$ cat config.mk
export PLATFORM = sky130hd
export DESIGN_NAME = syn_md_lock_monitor
export DESIGN_NICKNAME = d
export VERILOG_FILES = /design/src/rtl/syn_md_lock_monitor_pkg.sv /design/src/rtl/syn_md_lock_monitor_sync_edge.sv /design/src/rtl/syn_md_lock_monitor.sv
export SDC_FILE = /design/constraint.sdc
export NUM_CORES = 1
export LEC_CHECK = 0
export BUFFER_PORTS_ARGS = -buffer_cell sky130_fd_sc_hd__buf_2
export CAP_MARGIN = 20
export CELL_PAD_IN_SITES_DETAIL_PLACEMENT = 0
export CELL_PAD_IN_SITES_GLOBAL_PLACEMENT = 1
export CORE_MARGIN = 10
export CORE_UTILIZATION = 35
export DETAILED_ROUTE_END_ITERATION = 7
export GPL_TIMING_DRIVEN = 1
export HOLD_SLACK_MARGIN = 0.1
export PLACE_DENSITY_LB_ADDON = 0.1
export SLEW_MARGIN = 20
export SYNTH_ARGS = -nofsm -noshare
export SYNTH_HDL_FRONTEND = slang
export SYNTH_SLANG_ARGS = --single-unit
$ cat constraint.sdc
create_clock -name clkin -period 2.44 [get_ports clkin]
set_clock_uncertainty 0.1 [all_clocks]
set_input_delay 0.488 -clock clkin [delete_from_list [all_inputs] [get_ports clkin]]
set_output_delay 0.488 -clock clkin [all_outputs]
set_load 0.02 [all_outputs]
$ cat src/rtl/syn_md_lock_monitor_pkg.sv
// Shared types and constants for the sync/MD pulse lock monitor.
// Holds the FSM state encoding, counter widths and the lock-count helper.
package syn_md_lock_monitor_pkg;

    localparam int unsigned PERIOD_W = 16;
    localparam logic [PERIOD_W-1:0] SAT = 16'hFFFF;
    localparam int unsigned LOCK_W = 4;

    typedef enum logic [1:0] {
        ST_IDLE,
        ST_ARM,
        ST_MEAS,
        ST_LOCK
    } mon_state_t;

    // A request of zero still needs one good period before lock.
    function automatic logic [LOCK_W-1:0] eff_lock_req(input logic [LOCK_W-1:0] req);
        return (req == '0) ? LOCK_W'(1) : req;
    endfunction

endpackage

$ cat src/rtl/syn_md_lock_monitor_sync_edge.sv
// Two-flop synchronizer plus history flop; flags rising edges of din.
// An input already high when reset is released is not reported as an edge.
module syn_md_sync_edge (
    input  logic clkin,
    input  logic rst,
    input  logic din,
    output logic rise
);

    logic       meta_q;
    logic       sync_q;
    logic       hist_q;
    logic [2:0] prime_q;

    // prime_q gates detection until hist_q holds a synchronized sample
    always_ff @(posedge clkin or posedge rst) begin
        if (rst) begin
            meta_q  <= 1'b0;
            sync_q  <= 1'b0;
            hist_q  <= 1'b0;
            prime_q <= '0;
        end else begin
            meta_q  <= din;
            sync_q  <= meta_q;
            hist_q  <= sync_q;
            prime_q <= {prime_q[1:0], 1'b1};
        end
    end

    assign rise = sync_q & ~hist_q & prime_q[2];

endmodule

$ cat src/rtl/syn_md_lock_monitor.sv
// Measures the period of an asynchronous sync/MD pulse train and declares
// lock after a programmable run of in-range periods.
import syn_md_lock_monitor_pkg::*;

module syn_md_lock_monitor (
    input  logic                clkin,
    input  logic                rst,
    input  logic                en,
    input  logic                syn_md_out,
    input  logic [15:0]         period_min,
    input  logic [15:0]         period_max,
    input  logic [3:0]          lock_cnt_req,
    output logic                syn_md_pulse,
    output logic [15:0]         period_val,
    output logic                period_valid,
    output logic                locked,
    output logic                lost
);

    mon_state_t          state;
    logic                rise;
    logic [PERIOD_W-1:0] cnt;
    logic [LOCK_W-1:0]   good_cnt;
    logic [LOCK_W:0]     good_next;
    logic                in_range;
    logic                timeout;
    logic                good_hit;

    syn_md_sync_edge u_sync_edge (
        .clkin (clkin),
        .rst   (rst),
        .din   (syn_md_out),
        .rise  (rise)
    );

    // An inverted window (min > max) naturally yields no in-range value.
    always_comb begin
        in_range  = (cnt >= period_min) && (cnt <= period_max);
        timeout   = (cnt == SAT);
        good_next = {1'b0, good_cnt} + (LOCK_W+1)'(1);
        good_hit  = good_next >= {1'b0, eff_lock_req(lock_cnt_req)};
    end

    always_ff @(posedge clkin or posedge rst) begin
        if (rst) begin
            state        <= ST_IDLE;
            cnt          <= '0;
            good_cnt     <= '0;
            period_val   <= '0;
            syn_md_pulse <= 1'b0;
            period_valid <= 1'b0;
            locked       <= 1'b0;
            lost         <= 1'b0;
        end else begin
            syn_md_pulse <= rise;
            period_valid <= 1'b0;
            lost         <= 1'b0;

            if (state != ST_IDLE) begin
                if (rise)
                    cnt <= PERIOD_W'(1);
                else if (!timeout)
                    cnt <= cnt + PERIOD_W'(1);
            end

            // locked follows LOCK one cycle late on entry but drops together with lost
            if (!en) begin
                state    <= ST_IDLE;
                good_cnt <= '0;
                locked   <= 1'b0;
            end else begin
                case (state)
                    ST_IDLE: begin
                        locked <= 1'b0;
                        state  <= ST_ARM;
                    end
                    ST_ARM: begin
                        locked <= 1'b0;
                        if (rise) begin
                            state    <= ST_MEAS;
                            good_cnt <= '0;
                        end
                    end
                    ST_MEAS: begin
                        locked <= 1'b0;
                        if (rise) begin
                            period_val   <= cnt;
                            period_valid <= 1'b1;
                            if (in_range) begin
                                good_cnt <= good_next[LOCK_W-1:0];
                                if (good_hit)
                                    state <= ST_LOCK;
                            end else begin
                                good_cnt <= '0;
                            end
                        end else if (timeout) begin
                            state    <= ST_ARM;
                            good_cnt <= '0;
                        end
                    end
                    ST_LOCK: begin
                        locked <= 1'b1;
                        if (rise) begin
                            period_val   <= cnt;
                            period_valid <= 1'b1;
                            if (!in_range) begin
                                lost     <= 1'b1;
                                locked   <= 1'b0;
                                state    <= ST_MEAS;
                                good_cnt <= '0;
                            end
                        end else if (timeout) begin
                            lost     <= 1'b1;
                            locked   <= 1'b0;
                            state    <= ST_ARM;
                            good_cnt <= '0;
                        end
                    end
                    default: begin
                        locked <= 1'b0;
                        state  <= ST_IDLE;
                    end
                endcase
            end
        end
    end

endmodule
==> metrics list <==
* Delay contributed by the slowest stage of the critical path: 0.51 ns
- Global routing used 12.90% of the available tracks across all layers.
* Number of buffers inserted for hold repair after clock tree synthesis: 0
- Diode insertion count for antenna repair: 0
- Combinational logic is responsible for 38.2% of the overall power.
* Sinks on Clock Net: 48
* Share of final-layout standard cells stronger than drive strength 1: 36.53%
* Area growth from synthesis to layout: 31.90%
- Vertical extent of the die: 115.2 um
* Top achievable clock speed: 384.8 MHz
- Startpoint-to-endpoint class of the critical path: register to register
- TritonCTS clock tree: done
- Total chip power: 2.511 mW
* Maximum level of the CTS H-tree: 2
* Latest clock arrival within the worst-skew pair: 0.30 ns
- # Max-Cap Violations: 0
* Slack of the worst reg-to-reg path: -0.16 ns
* Bufs and invs on worst path: 0
- Portion of total power attributed to the clock network: 24.8%
- Critical Path Start Type: register
- Yosys instantiated no cell more often than dfrtp_1.
- The final-report max-slew violation count came to 0.
* Flops & latches, synth: 48
* Power per Cell Area: 599.9 mW/mm2
- Setup repair after global routing could not meet its margin everywhere.
- The detail route stage leaves a number of antenna-violating nets equal to 0.
- Wire length of the first global-routing pass: 14,070 um
- Internal power consumption: 1.622 mW
- Cell family with the largest share of critical-path delay: simple AND/OR/NAND/NOR gates
- Critical-path top delay cell: or4_4
* # port buffers: 59
* Data arrival, critical path: 2.73 ns
- Maximum vdd ir drop: 0.0004588 V
- Cells after Synth: 333
- Dividing the detail-routed wire length by the instance count gives 15.14 um.
* Antenna violations before repair: 0
- Dividing the final minimum period by the clock period gives 106.5%.
- Vias in the first global route: 2,914
- Number of vias per cell after detailed routing: 4.974
* Worst flop-to-flop path startpoint: cnt[9]
* Clock tree buffer depth: 2
- Counting instances in the post-synthesis netlist gives the leading cell types as dfrtp_1 (48), ha_1 (43), inv_1 (43), nand2_1 (24), a21oi_1 (20).
* Final net count: 520
* Result of the run: finished, violations left
- After detailed routing, no signal wire sits above met4.
- Maximum number of pins on one net before global-route repair: 24
- Clock tree synthesis inserted a total of 5 buffers.
* Final setup violation count: 7
* Least setup slack across all paths after layout: -0.1590 ns
- The signal on the critical path passes through ha_4 > nand4_1 > or4_4 > or3_4 > a2111o_1 > a21boi_2 > nor3_2.
- Total routed wire length on the met1 layer: 3964 um
- After detailed routing, the met2 layer carries 3679 um of wire.
* Clock-pin slew on the worst setup and hold paths: 0.10 ns
- The largest total area in the synthesized netlist belongs to dfrtp_1.
* Initial core utilization: 36.21%
- The share of synthesized area in the top cell type comes to 37.85%.
- Yosys mapped a number of flops with a built-in enable equal to 0.
* Required time of the critical path: 2.57 ns
- Cell at the root of the clock tree: clkbuf_8
* Fraction of power spent switching nets: 35.39%
- Final hold vios: 0
* Detailed-routed wire length on met3: 570 um
- HPWL after DPL: 6563 um
* Warnings from Yosys: 0
- Std-Cell Rows: 34
- Sequential cells were found to cover 37.85% of the synthesized design area.
- The first detailed-routing pass took 4 iterations.
- In this run the static leakage power is 2.202 nW.
* Die area: 0.01327 mm2
* Leading register cell type out of synthesis: dfrtp_1
- Synthesized area: 0.003173 mm2
- After layout, the minimum clock period comes to 2.599 ns.
* Worst min-delay path class: primary input to asynchronous set/reset pin
- In this run the tightest slew margin relative to its limit is 65.90%.
- Number of different library cells in the post-synthesis netlist: 56
* P_sw: 0.8885 mW
- Placeable core area: 0.008763 mm2
- Sequential power share: 37.0%
- Reg2reg end: state[0]
* Syn Nets: 416
- Hold Slack: 0.1040 ns
* Starting DRT DRC Count: 89
* Total gr overflow: 0
- At the pin with the least slew margin, the transition time is 0.5108 ns.
- DR vias: 2,716
- The worst register-to-register path has a depth of 7.
- Fraction of registers with async set or reset after synthesis: 100.0%
- Residual DRC count: 0
- Overall die width: 115.2 um
* Ports placed on the boundary: 60
* Routability congestion estimate from global placement: 0.7959
- Kind of capture point of the worst setup path: register
* Violations in the final reports: negative setup slack
- Cell types with the largest area share after synthesis: dfrtp_1 (38%), ha_1 (17%), mux2_2 (6.0%)
* Critical-path maximum fanout: 2
- The final layout contains routed wiring with a total length of 8264 um.
* Mean Syn Cell Area: 9.529 um2
-- through the flow --
stage                     instance area [um2]  std cells  TNS [ns]  setup slack, ns  util [%]
after floorplan                          3226        333   -0.1513         -0.08341         -
after global placement                   3902        531    -2.946          -0.4484     44.53
after detailed placement                 3902        531    -4.148          -0.6008     44.53
after CTS                                4040        539   -0.8773          -0.1631     46.10
after global routing                     4185        546    -1.396          -0.2638     47.76
final                                    4185        546   -0.5273          -0.1590     47.76
-- layout make-up --
| class | instances | area [um2] |
|---|---|---|
| timing repair buffer | 103 | 629.4 |
| sequential | 48 | 1202 |
| fill | 869 | 4578 |
| tap | 108 | 135.1 |
| multi-input combinational | 235 | 1924 |
| clock buffer | 6 | 82.58 |
| inverter | 44 | 172.7 |
| clock inverter | 2 | 38.79 |
-- timing repair --
action | CTS | global route
gates resized for setup | 6 | 19
setup buffers | 0 | 7
pin swaps | 1 | 9
endpoints found under the setup margin | 8 | 13
-- state kept, by name, indices dropped and copies added, names as in the netlist --
signal and cells:
u_sync_edge.meta_q 1, lost 1, u_sync_edge.prime_q 3, good_cnt 4
locked 1, u_sync_edge.hist_q 1, state 2, period_val 16
cnt 16, u_sync_edge.sync_q 1, syn_md_pulse 1, period_valid 1
-- layout by cell type, fill, tap and decap left out, types with 2 or more instances in the layout --
cell type  count
inv_2          4
a21oi_1       18
nand2b_1       3
a31o_2         2
a22o_1         2
o21ai_0        9
ha_1          38
buf_4         43
xor2_1         7
nand2_1       23
dfrtp_1       47
o211ai_1       2
clkbuf_8       6
nor2_1        19
and4_1         2
o21ai_1        5
o21a_1         5
nand4_1        8
o22ai_1        2
a21oi_2        2
nor2b_1        3
ha_4           5
nor4_1         3
or3_1          3
nor3_1         7
xnor2_1        6
mux2_2        17
inv_1         38
or3_4          2
buf_2         59
nand3_1       12
-- power groups by stage --
stage	combinational [mW]	sequential, mW	clock (mW)
floorplan	0.514	1.01	0
global placement	0.890	0.946	0
detailed placement	0.902	0.942	0
CTS	0.924	0.928	0.641
global route	1.07	0.941	0.669
finish	0.959	0.929	0.623
-- worst max path at each step --
| stage | startpoint | to | slack (ns) | cells past startpoint |
|---|---|---|---|---|
| 3_5_place_dp | period_min[0] | good_cnt[0] | -0.60 | 9 |
| 5_1_grt | cnt[15] | state[0] | -0.26 | 7 |
| 6_report | cnt[9] | state[0] | -0.16 | 7 |
| 4_1_cts | cnt[9] | state[0] | -0.16 | 7 |
| 3_3_place_gp | period_min[0] | good_cnt[2] | -0.45 | 9 |
| 2_1_floorplan | period_max[10] | state[0] | -0.08 | 8 |
-- kinds of logic (layout without fill, tap and decap cells) --
| family | after synthesis | count (layout) | synth area share, % |
|---|---|---|---|
| xor+xnor | 13 | 13 | 3.588 |
| simple gates | 95 | 95 | 15.73 |
| compound gates | 65 | 65 | 13.21 |
| buf+inv | 50 | 155 | 6.190 |
| mux | 18 | 18 | 6.348 |
| flops | 48 | 48 | 37.85 |
| fa+ha+maj | 43 | 43 | 16.96 |
| other cells | 1 | 1 | 0.1182 |
-- layer usage --
metal	up-vias	global-route usage, %
met5	-	0
met4	0	2.310
met3	4	3.750
met2	63	20.46
met1	1260	17.17
li1	1389	-
Note: power is estimated with default switching activity, not from simulation.
